--- src/rtl/player_move_ctrl.sv ---
// Player grid movement: press-immediate stepping with timed auto-repeat, bounded to the grid.
// Define PLAYER_MOVE_WRAP_EN to wrap at grid edges instead of saturating (hit_wall then stays 0).
module player_move_ctrl #(
  parameter int TICK_DIV      = 2500000,
  parameter int FIRST_DELAY   = 8,
  parameter int REPEAT_PERIOD = 4,
  parameter int GRID_W        = 20,
  parameter int GRID_H        = 15,
  parameter int COORD_W       = 5,
  parameter int X_INIT        = 10,
  parameter int Y_INIT        = 7
) (
  input  logic               clk,
  input  logic               rst,
  input  logic [3:0]         nums,
  input  logic               enable,
  output logic [COORD_W-1:0] pos_x,
  output logic [COORD_W-1:0] pos_y,
  output logic [1:0]         dir,
  output logic               moved,
  output logic               hit_wall
);

  localparam int DLY_MAX = (FIRST_DELAY > REPEAT_PERIOD) ? FIRST_DELAY : REPEAT_PERIOD;
  localparam int CNT_W   = $clog2(DLY_MAX + 1);
  localparam int PRE_W   = $clog2(TICK_DIV);

  localparam logic [COORD_W-1:0] X_MAX = COORD_W'(GRID_W - 1);
  localparam logic [COORD_W-1:0] Y_MAX = COORD_W'(GRID_H - 1);

  // Axis velocity encoding: 00 none, 01 plus one, 11 minus one.
  localparam logic [1:0] V_NONE  = 2'b00;
  localparam logic [1:0] V_PLUS  = 2'b01;
  localparam logic [1:0] V_MINUS = 2'b11;

  typedef enum logic [1:0] {
    IDLE,
    HOLD_FIRST,
    HOLD_REPEAT
  } state_t;

  state_t             state;
  logic [PRE_W-1:0]   prescale;
  logic               tick;
  logic [CNT_W-1:0]   cnt;
  logic [1:0]         vx;
  logic [1:0]         vy;
  logic [3:0]         vec;
  logic [3:0]         vec_q;
  logic               new_press;
  logic               step_now;
  logic [COORD_W-1:0] next_x;
  logic [COORD_W-1:0] next_y;
  logic               x_blocked;
  logic               y_blocked;
  logic               step_moved;
  logic               step_hit;
  logic [1:0]         step_dir;

  always_ff @(posedge clk or posedge rst) begin
    if (rst) begin
      prescale <= '0;
    end else if (prescale == PRE_W'(TICK_DIV - 1)) begin
      prescale <= '0;
    end else begin
      prescale <= prescale + 1'b1;
    end
  end

  assign tick = (prescale == PRE_W'(TICK_DIV - 1));

  always_comb begin
    vx = V_NONE;
    vy = V_NONE;
    if (nums[1] && !nums[0]) vx = V_MINUS;
    else if (nums[0] && !nums[1]) vx = V_PLUS;
    if (nums[3] && !nums[2]) vy = V_MINUS;
    else if (nums[2] && !nums[3]) vy = V_PLUS;
  end

  assign vec       = {vx, vy};
  assign new_press = (vec != 4'd0) && (vec != vec_q);
  // The counter holds 1 on the tick that brings it to zero, so that tick carries the repeat step.
  assign step_now  = enable && (new_press ||
                     ((state != IDLE) && (vec != 4'd0) && (vec == vec_q) && tick && (cnt == CNT_W'(1))));

  always_comb begin
    next_x    = pos_x;
    next_y    = pos_y;
    x_blocked = 1'b0;
    y_blocked = 1'b0;
    case (vx)
      V_PLUS: begin
        if (pos_x == X_MAX) begin
`ifdef PLAYER_MOVE_WRAP_EN
          next_x = '0;
`else
          x_blocked = 1'b1;
`endif
        end else begin
          next_x = pos_x + 1'b1;
        end
      end
      V_MINUS: begin
        if (pos_x == '0) begin
`ifdef PLAYER_MOVE_WRAP_EN
          next_x = X_MAX;
`else
          x_blocked = 1'b1;
`endif
        end else begin
          next_x = pos_x - 1'b1;
        end
      end
      default: ;
    endcase
    case (vy)
      V_PLUS: begin
        if (pos_y == Y_MAX) begin
`ifdef PLAYER_MOVE_WRAP_EN
          next_y = '0;
`else
          y_blocked = 1'b1;
`endif
        end else begin
          next_y = pos_y + 1'b1;
        end
      end
      V_MINUS: begin
        if (pos_y == '0) begin
`ifdef PLAYER_MOVE_WRAP_EN
          next_y = Y_MAX;
`else
          y_blocked = 1'b1;
`endif
        end else begin
          next_y = pos_y - 1'b1;
        end
      end
      default: ;
    endcase
  end

  assign step_moved = (next_x != pos_x) || (next_y != pos_y);
  assign step_hit   = x_blocked || y_blocked;

  // Horizontal intent dominates the facing direction whenever it is present.
  always_comb begin
    step_dir = 2'b00;
    if (vx == V_PLUS) step_dir = 2'b11;
    else if (vx == V_MINUS) step_dir = 2'b10;
    else if (vy == V_PLUS) step_dir = 2'b01;
    else step_dir = 2'b00;
  end

  always_ff @(posedge clk or posedge rst) begin
    if (rst) begin
      state    <= IDLE;
      cnt      <= '0;
      vec_q    <= '0;
      pos_x    <= COORD_W'(X_INIT);
      pos_y    <= COORD_W'(Y_INIT);
      dir      <= 2'b00;
      moved    <= 1'b0;
      hit_wall <= 1'b0;
    end else begin
      vec_q    <= enable ? vec : 4'd0;
      moved    <= 1'b0;
      hit_wall <= 1'b0;

      if (!enable) begin
        state <= IDLE;
        cnt   <= '0;
      end else if (new_press) begin
        state <= HOLD_FIRST;
        cnt   <= CNT_W'(FIRST_DELAY);
      end else if (vec == 4'd0) begin
        state <= IDLE;
        cnt   <= '0;
      end else if ((state != IDLE) && tick) begin
        if (cnt == CNT_W'(1)) begin
          state <= HOLD_REPEAT;
          cnt   <= CNT_W'(REPEAT_PERIOD);
        end else begin
          cnt <= cnt - 1'b1;
        end
      end

      if (step_now) begin
        pos_x    <= next_x;
        pos_y    <= next_y;
        dir      <= step_dir;
        moved    <= step_moved;
        hit_wall <= step_hit;
      end
    end
  end

endmodule

--- config.mk ---
export PLATFORM = sky130hd
export DESIGN_NAME = player_move_ctrl
export DESIGN_NICKNAME = d
export VERILOG_FILES = /design/src/rtl/player_move_ctrl.sv
export SDC_FILE = /design/constraint.sdc
export NUM_CORES = 1
export LEC_CHECK = 0
export BUFFER_PORTS_ARGS = -buffer_cell sky130_fd_sc_hd__clkbuf_2
export CAP_MARGIN = 20
export CORE_UTILIZATION = 45
export DETAILED_ROUTE_END_ITERATION = 8
export PLACE_DENSITY = 0.73
export SLEW_MARGIN = 10
export SYNTH_ARGS = -nofsm -noshare
export SYNTH_HDL_FRONTEND = slang
export SYNTH_SLANG_ARGS = --single-unit
--- constraint.sdc ---
create_clock -name clk -period 3.4 [get_ports clk]
set_input_delay 0.51 -clock clk [delete_from_list [all_inputs] [get_ports clk]]
set_output_delay 0.51 -clock clk [all_outputs]
set_load 0.02 [all_outputs]
=== After elaboration in Yosys (flattened, before gate mapping) ===
Cells that the tools add are included.

* Flip-flop bits (word level): 46
* Input bits: 7
* Output and inout port bits: 14
* Logic and storage cells: 86

* $add $sub $neg: 6
* Equal/unequal tests: 14
* Muxes and demuxes: 33
* Reduce and logical (&&, ||, !) cells: 24

{| class="wikitable"
|+ Operators by type and width
! operator !! number
|-
| 2-to-1 mux 4 bit || 6
|-
| adder 22 x 1 -> 22 bit (second input constant) || 1
|-
| == test 22 bit (second input constant) || 1
|-
| 2-to-1 mux 22 bit || 1
|-
| 2-to-1 mux 5 bit || 4
|-
| case mux 5 bit (2 select lines) || 2
|-
| 2-to-1 mux 2 bit || 9
|-
| logical AND 1 bit || 11
|-
| adder 5 x 1 -> 5 bit (second input constant) || 2
|-
| zero test 5 bit || 2
|-
| != test 5 bit || 2
|-
| subtractor 5 x 1 -> 5 bit (second input constant) || 2
|-
| 2-to-1 mux 1 bit || 9
|-
| != test 4 x 1 -> 1 bit (second input constant) || 2
|-
| == test 5 x 4 -> 1 bit (second input constant) || 1
|-
| == test 5 bit (second input constant) || 1
|-
| == test 2 x 1 -> 1 bit (second input constant) || 2
|-
| == test 2 bit (second input constant) || 2
|-
| == test 4 x 1 -> 1 bit (second input constant) || 1
|-
| == test 4 bit || 1
|-
| zero test 1 bit || 4
|-
| zero test 4 bit || 1
|-
| != test 4 bit || 1
|-
| case mux 1 bit (2 select lines) || 2
|-
| 5 further kinds || 7
|}

=== Depth between registers and ports, before layout ===
Gate-level depths: netlist of run 1.

* Word-level depth: 12
* Mapped depth: 9
* Mapped depth without buffers: 8

=== Worst setup path before layout of run 1 ===
No wires, ideal clock.

* Path type: reg2reg
* Start: register pos_y[0]
* End: register moved
* Setup time: 0.082 ns
* Arrival: 2.214 ns
* Required time: 3.318 ns
* Setup slack: 1.104 ns
* Stages on the path, launching flop included: 9
* Path buffers: 0
* Clock period less this slack: 2.296 ns
* Path through: dfstp_2 inv_1 ha_1 or3b_2 o21ai_0 nor2_1 o311ai_0 nor4_1 a31oi_1

* Longest elaborated chain between the ends: 6
* Elaborated cells between the ends (all ways): 10
* Those cells by class: add/sub: 2; eq/ne: 2; mux: 4; reduce/logical: 2

{| class="wikitable"
|+ Ends and longest elaborated chain
! what !! RTL line !! source
|-
| start: declaration || 18 || <nowiki>output logic [COORD_W-1:0] pos_y,</nowiki>
|-
| start signal: assignment || 162 || <nowiki>pos_y <= COORD_W'(Y_INIT);</nowiki>
|-
| start signal: assignment || 191 || <nowiki>pos_y <= next_y;</nowiki>
|-
| subtractor 5 x 1 -> 5 bit, or another cell as far along || 137 || <nowiki>next_y = pos_y - 1'b1;</nowiki>
|-
| 2-to-1 mux 5 bit, on equally long branches || 130, 119 ||
|-
| case mux 5 bit (2 select lines) || 117 || <nowiki>case (vy)</nowiki>
|-
| != test 5 bit * || 144 || <nowiki>assign step_moved = (next_x != pos_x) || (next_y != pos_y);</nowiki>
|-
| logical OR 1 bit * || 144 ||
|-
| 2-to-1 mux 1 bit * || 189 || <nowiki>if (step_now) begin</nowiki>
|-
| end signal: assignment || 193 || <nowiki>moved <= step_moved;</nowiki>
|-
| end: declaration || 20 || <nowiki>output logic moved,</nowiki>
|}

Mark *: on every way between the ends. The rest lies on a longest branch, timed or not.
A chain may end at the register's enable or synchronous reset.

=== Worst setup path after layout of run 1 ===
* Start: register pos_x[0]
* End: register moved

* Longest elaborated chain between the ends: 6
* Elaborated cells between the ends (all ways): 10
* Those cells by class: add/sub: 2; eq/ne: 2; mux: 4; reduce/logical: 2

{| class="wikitable"
|+ Ends and longest elaborated chain
! what !! RTL line !! source
|-
| start: declaration || 17 || <nowiki>output logic [COORD_W-1:0] pos_x,</nowiki>
|-
| start signal: assignment || 161 || <nowiki>pos_x <= COORD_W'(X_INIT);</nowiki>
|-
| start signal: assignment || 190 || <nowiki>pos_x <= next_x;</nowiki>
|-
| subtractor 5 x 1 -> 5 bit, or another cell as far along || 112 || <nowiki>next_x = pos_x - 1'b1;</nowiki>
|-
| 2-to-1 mux 5 bit, on equally long branches || 105, 94 ||
|-
| case mux 5 bit (2 select lines) || 92 || <nowiki>case (vx)</nowiki>
|-
| != test 5 bit * || 144 ||
|-
| logical OR 1 bit * || 144 ||
|-
| 2-to-1 mux 1 bit * || 189 ||
|}

Marked as above.

==> results of run 1 <==
## sequential cells by signal, summed over array words and instances (netlist names)
register  cells
moved         1
state         2
pos_y         5
dir           2
pos_x         5
cnt           4
hit_wall      1
prescale     22
vec_q         4
## final timing paths
check	start	endpoint	slack, ns	depth (start not counted)
hold / removal	rst	prescale[16]	0.18	2
setup reg to reg	pos_x[0]	moved	0.87	8
max in group asynchronous	rst	pos_y[1]	2.63	3
setup / recovery	pos_x[0]	moved	0.87	8
hold reg to reg	prescale[21]	prescale[21]	0.48	1
min in group clk	enable	vec_q[1]	0.45	2
## critical path, cell delays in order (launching register included)
cell,delay (ns)
dfrtp_1,0.48
inv_1,0.11
ha_1,0.19
nor4b_1,0.55
nor3_1,0.18
a21oi_1,0.25
o311ai_0,0.17
nor4_1,0.33
a31oi_1,0.12
## final cells by class
cell class / instances / area [sq um]
Clock inverter: 2 / 37.54
Timing Repair Buffer: 26 / 157.7
Fill cell: 556 / 2878
Tap cell: 75 / 93.84
Sequential cell: 46 / 1157
Inverter: 17 / 63.81
Multi-Input combinational cell: 254 / 1635
Clock buffer: 6 / 72.57
## cell families after synthesis
group                    count (synthesis)  synth area share
AND/OR/NAND/NOR                        154            0.2761
XOR/XNOR                                23           0.06913
flip-flops                              46            0.3972
multiplexers                             1          0.003435
AO/OA/AOI/OAI                           61            0.1481
buffers and inverters                   32           0.04165
adder cells (fa/ha/maj)                 15           0.06441
## per-stage QoR
| stage | worst slack [ns] | utilization | cell area (sq um) |
|---|---|---|---|
| floorplan | 1.104 | - | 2914 |
| global placement | 0.8981 | 0.5066 | 3088 |
| detailed placement | 0.9261 | 0.5066 | 3088 |
| CTS | 0.9329 | 0.5246 | 3198 |
| global route | 0.5971 | 0.5279 | 3218 |
| finish | 0.8665 | 0.5279 | 3218 |
## cell usage in the layout, fill, tap and decap left out, types with 3 or more instances in the layout
cell      instances
dfrtp_1          41
nor2_1           36
nand2_1          31
nor3_1           22
clkbuf_2         20
inv_1            16
nand3_1          16
ha_1             15
xnor2_1          12
a21oi_1          12
xor2_1           11
nand2b_1         11
o21ai_0          11
nand4_1           7
nor4_1            5
and2_1            5
clkbuf_8          5
buf_4             5
dfstp_2           5
nor4b_1           3
a211oi_1          3
a311oi_1          3
o31a_1            3
nor2b_1           3
o311ai_0          3
o21a_1            3
## power breakdown
part | switching [mW] | internal, mW
Combinational | 0.404 | 0.267
Clock | 0.189 | 0.219
Sequential | 0.146 | 0.632
## routing by layer
layer  GRT usage  wire length (um)  part of all wire
met1      0.2737              2942              0.46
met2      0.3289              3010              0.47
met3     0.05055               333             0.052
met4     0.07368               104             0.016
met5           0                 0                 0
==> results.yml, run 1 <==
placement:
  placed_cells_incl_taps: 417
  hpwl_um: 4536
  portbufs: 20
  globalplace.congestion: 0.9381
layout:
  finalNonFillerCells: 426
  insertedDiodeCount: 0
  growth_of_design_area_from_synthesis_to_finish_pct: 10.43
  drive_gt1_frac: 0.1254
  num-nets-final: 372
detailed_routing:
  drt_iter0_drc: 149
  post-route-drc-count: 0
  total_number_of_vias: 2518
  detail_route.first_pass.iterations: 4
  drt_wl_total_um: 6390
  avgViaCountPerCell: 5.911
  antenna_violating_nets_post_route: 0
  detail_route.wl_per_cell_um: 15.00
min_path:
  min-delay-path-class: "in -> async"
worst_setup_path:
  criticalPathCategory: "reg -> reg"
  critical_path_maximum_fanout: 9
  cp-end-kind: "flop"
  cp_data_required_time_ns: 3.55
  cp_data_arrival_time_ns: 2.69
  timing.critical_path.from_type: "flop"
die:
  rows: 28
  die_area_sq_mm: 0.006801
  design.portCount: 21
  initial_utilization: 0.4780
  dieHeight_um: 82.47
  placeableCoreArea_sq_mm: 0.006096
  x_dimension_of_the_die_um: 82.47
sta:
  timing.slew.headroom: 0.5266
  final_hold_viol_count: 0
  fin_crit_sh: 0.7451
  max_slew.worst_pin.slew_ns: 0.7101
  rsz0062_at_grt: "no"
  hold_ws_ns: 0.1824
  final.setup.tns_ns: 0
  final_max_slew_viol_count: 0
  period_needed_ns: 2.534
  timing.clock.skew_ns: 0.007911
  finalSetupViolations: 0
  maxClockFrequency_mhz: 394.7
cts:
  cts_made_buffers: 5
  clkTransAtPathRegs_ns: 0.09
  hold_buffers: 0
  post_cts.repair.setup_buffers: 0
  cts.htree.levels: 2
  clock_latency_ns: 0.30
  cts_tree: "done"
  post_cts_resized: 0
  tritoncts_sink_count: 46
  ctsLongestPathBuffers: 2
  clockRootBuffer: "clkbuf_8"
power_and_ir_drop:
  p_total_mw: 1.857
  worst_ir_drop_vdd_uv: 450.5
  power_density_mw_per_mm2: 577.1
  p_leak_nw: 1.375
synth:
  synth_cell_type_count: 55
  yosysWarnings: 0
  synth_seq_area_share: 0.3972
  avgSynthCellArea_sq_um: 8.777
  synthDominantAreaCellType: "dfrtp_1"
  ys_dominant_reg_cell: "dfrtp_1"
  synth_async_sr_flop_share: 1.000
  synthTopCellsByArea: "dfrtp_1, ha_1, nor2_1"
  syn_area_sq_mm: 0.002914
  synth_commonest_cells: "dfrtp_1, nor2_1, nand2_1, nor3_1, inv_1"
  post-synth-top-count-cell: "dfrtp_1"
  post-synth-top-area-fraction: 0.3521
  flip_flop_and_latch_count_after_synthesis: 46
  synth-edff-count: 0
  synth.net_count: 354
  post_synth_inst_count: 332
global_route:
  pin_count_of_the_biggest_net_entering_global_routing: 47
  globalRouteOverflowTotal: 0
  grt_use_total: 0.2074
  number_of_antenna_violations_at_the_first_check_in_global_routing: 0
  first_pass_grt_wire_length_um: 10600
  grt_pass1_vias: 2269
outcome:
  run_status: "finished, final reports clean"
job:
  cap_viol_max_count: 0
Note: power is estimated with default switching activity, not from simulation.
==> inputs of run 2 (changes only) <==
==> constraint.sdc (replaced) <==
create_clock -name clk -period 2.4 [get_ports clk]
set_input_delay 0.36 -clock clk [delete_from_list [all_inputs] [get_ports clk]]
set_output_delay 0.36 -clock clk [all_outputs]
set_load 0.02 [all_outputs]
==> run 2 against run 1 <==
Effect of this change: count of clock-buffer cells in the layout unchanged; total power increased by 43%; final cell count is 3.3% higher; critical path type unchanged; sequential share of layout area fell by 1.4 points; global-route usage rose by 1.4 points; cell area up 4.1%; largest cell class unchanged; clock power is 18% higher.
==> results.yml, run 2 (synthesis results as in run 1) <==
sta:
  timing.clock.skew_ns: 0.009114
  maxClockFrequency_mhz: 431.3
  finalSetupViolations: 0
  final_hold_viol_count: 0
  max_slew.worst_pin.slew_ns: 0.4548
  final_max_slew_viol_count: 0
  timing.slew.headroom: 0.6963
  fin_crit_sh: 0.9660
  period_needed_ns: 2.318
worst_setup_path:
  cp_slowest_stage_delay_ns: 0.40
  critical_path_maximum_fanout: 23
  cp_data_arrival_time_ns: 2.50
  reg2reg_setup_slack_ns: 0.08
  worst_reg2reg_path_endpoint: "pos_x[0]"
  criticalPathCategory: "reg -> reg"
  crit_path_top_delay_cell: "dfrtp_1"
  r2r_depth: 8
  timing.critical_path.from_type: "flop"
  crit-reg2reg-launch: "prescale[0]"
  cp_data_required_time_ns: 2.58
  worstPathCellList: "ha_1 > and4_4 > nand4_1 > nor4_4 > o21ai_2 > buf_12 > or3_1 > o2bb2ai_1"
  cp-end-kind: "flop"
cts:
  clockRootBuffer: "clkbuf_8"
  cts_tree: "done"
  ctsLongestPathBuffers: 2
  tritoncts_sink_count: 46
  clock_latency_ns: 0.31
  cts.htree.levels: 2
  clkTransAtPathRegs_ns: 0.09
  cts_made_buffers: 5
power_and_ir_drop:
  power_density_mw_per_mm2: 792.5
  p_leak_nw: 1.452
  p_total_mw: 2.655
  worst_ir_drop_vdd_uv: 653.2
layout:
  layout.cell_area.non_filler_sq_mm: 0.003351
  layout.cells.most_common: "dfrtp_1"
  most-common-layout-cells: "dfrtp_1, nor2_1, nand2_1"
  largest_register_ff_count: 22
  largestRegisters: "prescale (22), pos_x (5), pos_y (5)"
  growth_of_design_area_from_synthesis_to_finish_pct: 14.98
  top_register: "prescale"
  drive_gt1_frac: 0.1753
  num-nets-final: 386
  post_route_utilization: 0.5497
  insertedDiodeCount: 0
job:
  cap_viol_max_count: 0
global_route:
  pin_count_of_the_biggest_net_entering_global_routing: 27
  number_of_antenna_violations_at_the_first_check_in_global_routing: 0
  globalRouteOverflowTotal: 0
  first_pass_grt_wire_length_um: 11300
  grt_pass1_vias: 2421
  grt_use_total: 0.2217
placement:
  placedInstanceArea_sq_mm: 0.003218
  portbufs: 20
  hpwl_um: 5021
  globalplace.congestion: 0.9984
detailed_routing:
  avgViaCountPerCell: 5.857
  detail_route.wl_per_cell_um: 15.68
  drt_iter0_drc: 197
  drt_wl_total_um: 6897
  post-route-drc-count: 0
  detail_route.first_pass.iterations: 5
  antenna_violating_nets_post_route: 0
  total_number_of_vias: 2577
die:
  x_dimension_of_the_die_um: 82.47
  rows: 28
  design.portCount: 21
  placeableCoreArea_sq_mm: 0.006096
  initial_utilization: 0.4780
  dieHeight_um: 82.47
  die_area_sq_mm: 0.006801
min_path:
  min-delay-path-class: "in -> async"
outcome:
  run_status: "finished, final reports clean"
==> run 2: per-stage QoR <==
stage               worst slack [ns]  setup TNS [ns]  cells  hold WS (ns)
floorplan                     0.1042               0    332        0.4306
global placement             0.07043               0    431        0.3796
detailed placement          -0.04516        -0.07048    431        0.3811
CTS                          0.04694               0    439       0.04157
global route                -0.01278        -0.01278    440       0.07654
finish                       0.08157               0    440       0.03456
==> run 2: area by class of cell <==
class / count / area (sq um)
flip-flops and latches: 46 / 1157
multi-input cells: 254 / 1674
fillers: 565 / 2745
inverters: 17 / 63.81
well taps: 75 / 93.84
clock inverters: 2 / 13.76
clock buffers: 6 / 72.57
repair buffers: 40 / 275.3
==> run 2: worst max path at each step <==
stage | startpoint | to | depth (start not counted)
floorplan | pos_y[0] | moved | 8
global placement | prescale[14] | pos_x[0] | 7
detailed placement | prescale[14] | pos_x[0] | 7
CTS | pos_y[1] | moved | 8
global route | prescale[19] | pos_x[0] | 7
finish | prescale[0] | pos_x[0] | 8
==> run 2: report_power, final <==
part / internal, mW / total [mW] / switching, mW
Combinational: 0.473 / 1.17 / 0.692
Sequential: 0.895 / 1.01 / 0.112
Clock: 0.206 / 0.483 / 0.277
Total: 1.57 / 2.66 / 1.08
==> run 2: timing repair <==
item | 4_1_cts | 5_1_grt
hold endpoints to repair | 0 | 0
setup buffers | 0 | 1
pin swaps | 0 | 1
endpoints found under the setup margin | 2 | 4
hold buffers | 0 | 0
gates resized for setup | 1 | 8
==> run 2: layer usage <==
layer / wire (um) / up-vias / track usage / part of all wire
li1: - / 1247 / - / -
met1: 3055 / 1232 / 0.2904 / 0.44
met2: 3385 / 90 / 0.3678 / 0.49
met3: 375 / 8 / 0.04176 / 0.054
met5: 0 / - / 0 / 0
met4: 80 / 0 / 0.07018 / 0.012
==> run 2: worst max-delay path, delay by kind of cell (launching register included) <==
family | cells | cell delay (ns)
and+or+nand+nor | 4 | 1.13
AOI/OAI and AO/OA | 2 | 0.27
buffers and inverters | 1 | 0.16
DFF | 1 | 0.40
adders and majority gates | 1 | 0.23
==> inputs of run 3 (changes only) <==
--- a/config.mk
+++ b/config.mk
@@ -10,6 +10,7 @@
 export CORE_UTILIZATION = 45
 export DETAILED_ROUTE_END_ITERATION = 8
 export PLACE_DENSITY = 0.73
+export SETUP_SLACK_MARGIN = 0.5
 export SLEW_MARGIN = 10
 export SYNTH_ARGS = -nofsm -noshare
 export SYNTH_HDL_FRONTEND = slang
==> run 3 against run 2 <==
Effect of this change: register-to-register slack gained 0.20 ns; clock skew grew 0.0016 ns; final cell count grew 3.6%; largest cell class unchanged; critical path depth shrank 1.
==> results.yml, run 3 (synthesis results as in run 1) <==
outcome:
  run_status: "finished, final reports clean"
layout:
  largestRegisters: "prescale (22), pos_x (5), pos_y (5)"
  most-common-layout-cells: "dfrtp_1, nor2_1, nand2_1"
  finalNonFillerCells: 456
  layout.cells.most_common: "dfrtp_1"
  largest_register_ff_count: 22
  layout.cell_area.non_filler_sq_mm: 0.003771
  growth_of_design_area_from_synthesis_to_finish_pct: 29.41
  top_register: "prescale"
  fillCellCount: 513
  num-nets-final: 402
  drive_gt1_frac: 0.2992
  insertedDiodeCount: 0
sta:
  final.setup.tns_ns: 0
  final_max_slew_viol_count: 0
  maxClockFrequency_mhz: 472.3
  max_slew.worst_pin.slew_ns: 0.5842
  timing.slew.headroom: 0.6082
  finalSetupViolations: 0
  period_needed_ns: 2.117
  final_hold_viol_count: 0
  timing.clock.skew_ns: 0.01075
  hold_ws_ns: 0.03134
  fin_crit_sh: 0.8821
  crit_path_setup_slack_layout_ns: 0.2829
  rsz0062_at_grt: "yes"
global_route:
  grt_use_total: 0.2143
  number_of_antenna_violations_at_the_first_check_in_global_routing: 0
  globalRouteOverflowTotal: 0
  pin_count_of_the_biggest_net_entering_global_routing: 22
  first_pass_grt_wire_length_um: 11130
  grt_pass1_vias: 2447
cts:
  cts.htree.levels: 2
  hold_buffers: 0
  cts_tree: "done"
  clock_latency_ns: 0.30
  cts_made_buffers: 5
  ctsLongestPathBuffers: 2
  tritoncts_sink_count: 46
  clockRootBuffer: "clkbuf_8"
  clkTransAtPathRegs_ns: 0.09
detailed_routing:
  antenna_violating_nets_post_route: 0
  detail_route.first_pass.iterations: 5
  drt_wl_total_um: 7138
  detail_route.wl_per_cell_um: 15.65
  drt_iter0_drc: 155
  total_number_of_vias: 2627
  avgViaCountPerCell: 5.761
  post-route-drc-count: 0
placement:
  preCtsSetupSlack_ns: 0.1433
  globalplace.congestion: 0.9051
  hpwl_um: 4822
  portbufs: 20
  placedInstanceArea_sq_mm: 0.003204
  placed_cells_incl_taps: 424
power_and_ir_drop:
  worst_ir_drop_vdd_uv: 647.5
  power_density_mw_per_mm2: 777.4
  p_leak_nw: 1.620
worst_setup_path:
  cp-end-kind: "flop"
  critical_path_maximum_fanout: 4
  reg2reg_setup_slack_ns: 0.28
  criticalPathCategory: "reg -> reg"
  r2r_depth: 7
  timing.critical_path.from_type: "flop"
  cp_data_arrival_time_ns: 2.30
  crit-reg2reg-launch: "pos_x[0]"
  worst_reg2reg_path_endpoint: "moved"
  cp_data_required_time_ns: 2.58
die:
  x_dimension_of_the_die_um: 82.47
  dieHeight_um: 82.47
  die_area_sq_mm: 0.006801
  placeableCoreArea_sq_mm: 0.006096
  rows: 28
  initial_utilization: 0.4780
  design.portCount: 21
job:
  cap_viol_max_count: 0
min_path:
  min-delay-path-class: "in -> async"
run 3: cell count changes in the layout (fill, tap and decap cells not counted), sizes merged:
cell / previous run / this run
clkinv: 2 / 0
buf: 20 / 35
clkinvlp: 0 / 1
clkbuf: 26 / 27
bufinv: 0 / 1
run 3: power breakdown:
| part | switching, mW | leakage (nW) | internal [mW] | total [mW] |
|---|---|---|---|---|
| Clock | 0.268 | 0.0514 | 0.311 | 0.579 |
| Combinational | 0.741 | 0.974 | 0.556 | 1.30 |
| Sequential | 0.162 | 0.595 | 0.894 | 1.06 |
run 3: timing repair:
action                                  CTS  global route
pin swaps                                14            19
gates resized for setup                  17            44
cloned                                    1             1
setup buffers                            18             4
endpoints found under the setup margin   12            22
run 3: layer usage:
layer	global-route usage	share of wire
met3	0.04615	0.050
met4	0.05789	0.020
met2	0.3579	0.49
met5	0	0
met1	0.2793	0.44
run 3: worst max path at each step:
| stage | to | cells after the start | start | slack (ns) |
|---|---|---|---|---|
| 2_1_floorplan | moved | 8 | pos_y[0] | 0.36 |
| 5_1_grt | moved | 7 | pos_x[0] | 0.14 |
| 6_report | moved | 7 | pos_x[0] | 0.28 |
| 3_5_place_dp | moved | 9 | nums[0] | 0.14 |
| 3_3_place_gp | moved | 9 | nums[2] | 0.20 |
| 4_1_cts | pos_x[0] | 7 | prescale[17] | 0.28 |
run 3: through the flow:
stage / total power, mW / util
final: 2.932 / 0.6186
after global routing: 3.107 / 0.6186
after CTS: 2.798 / 0.5796
after detailed placement: 2.126 / 0.5257
after global placement: 2.115 / 0.5257
after floorplan: 1.803 / -
run 3: final cells by class:
type	instances	area [sq um]	share of cell area
flip-flops and latches	46	1159	0.3072
clock inverters	2	37.54	0.009954
multi-input cells	254	1894	0.5023
well taps	75	93.84	0.02488
clock buffers	6	72.57	0.01924
inverters	17	63.81	0.01692
repair buffers	56	450.4	0.1194
run 3: worst max-delay path, cell delays in order (launching register included):
cell and delay [ns]:
dfrtp_1 0.45, inv_1 0.11, ha_1 0.19, nor4b_2 0.42
o32a_1 0.28, o311ai_0 0.16, nor4_1 0.29, a31oi_1 0.11
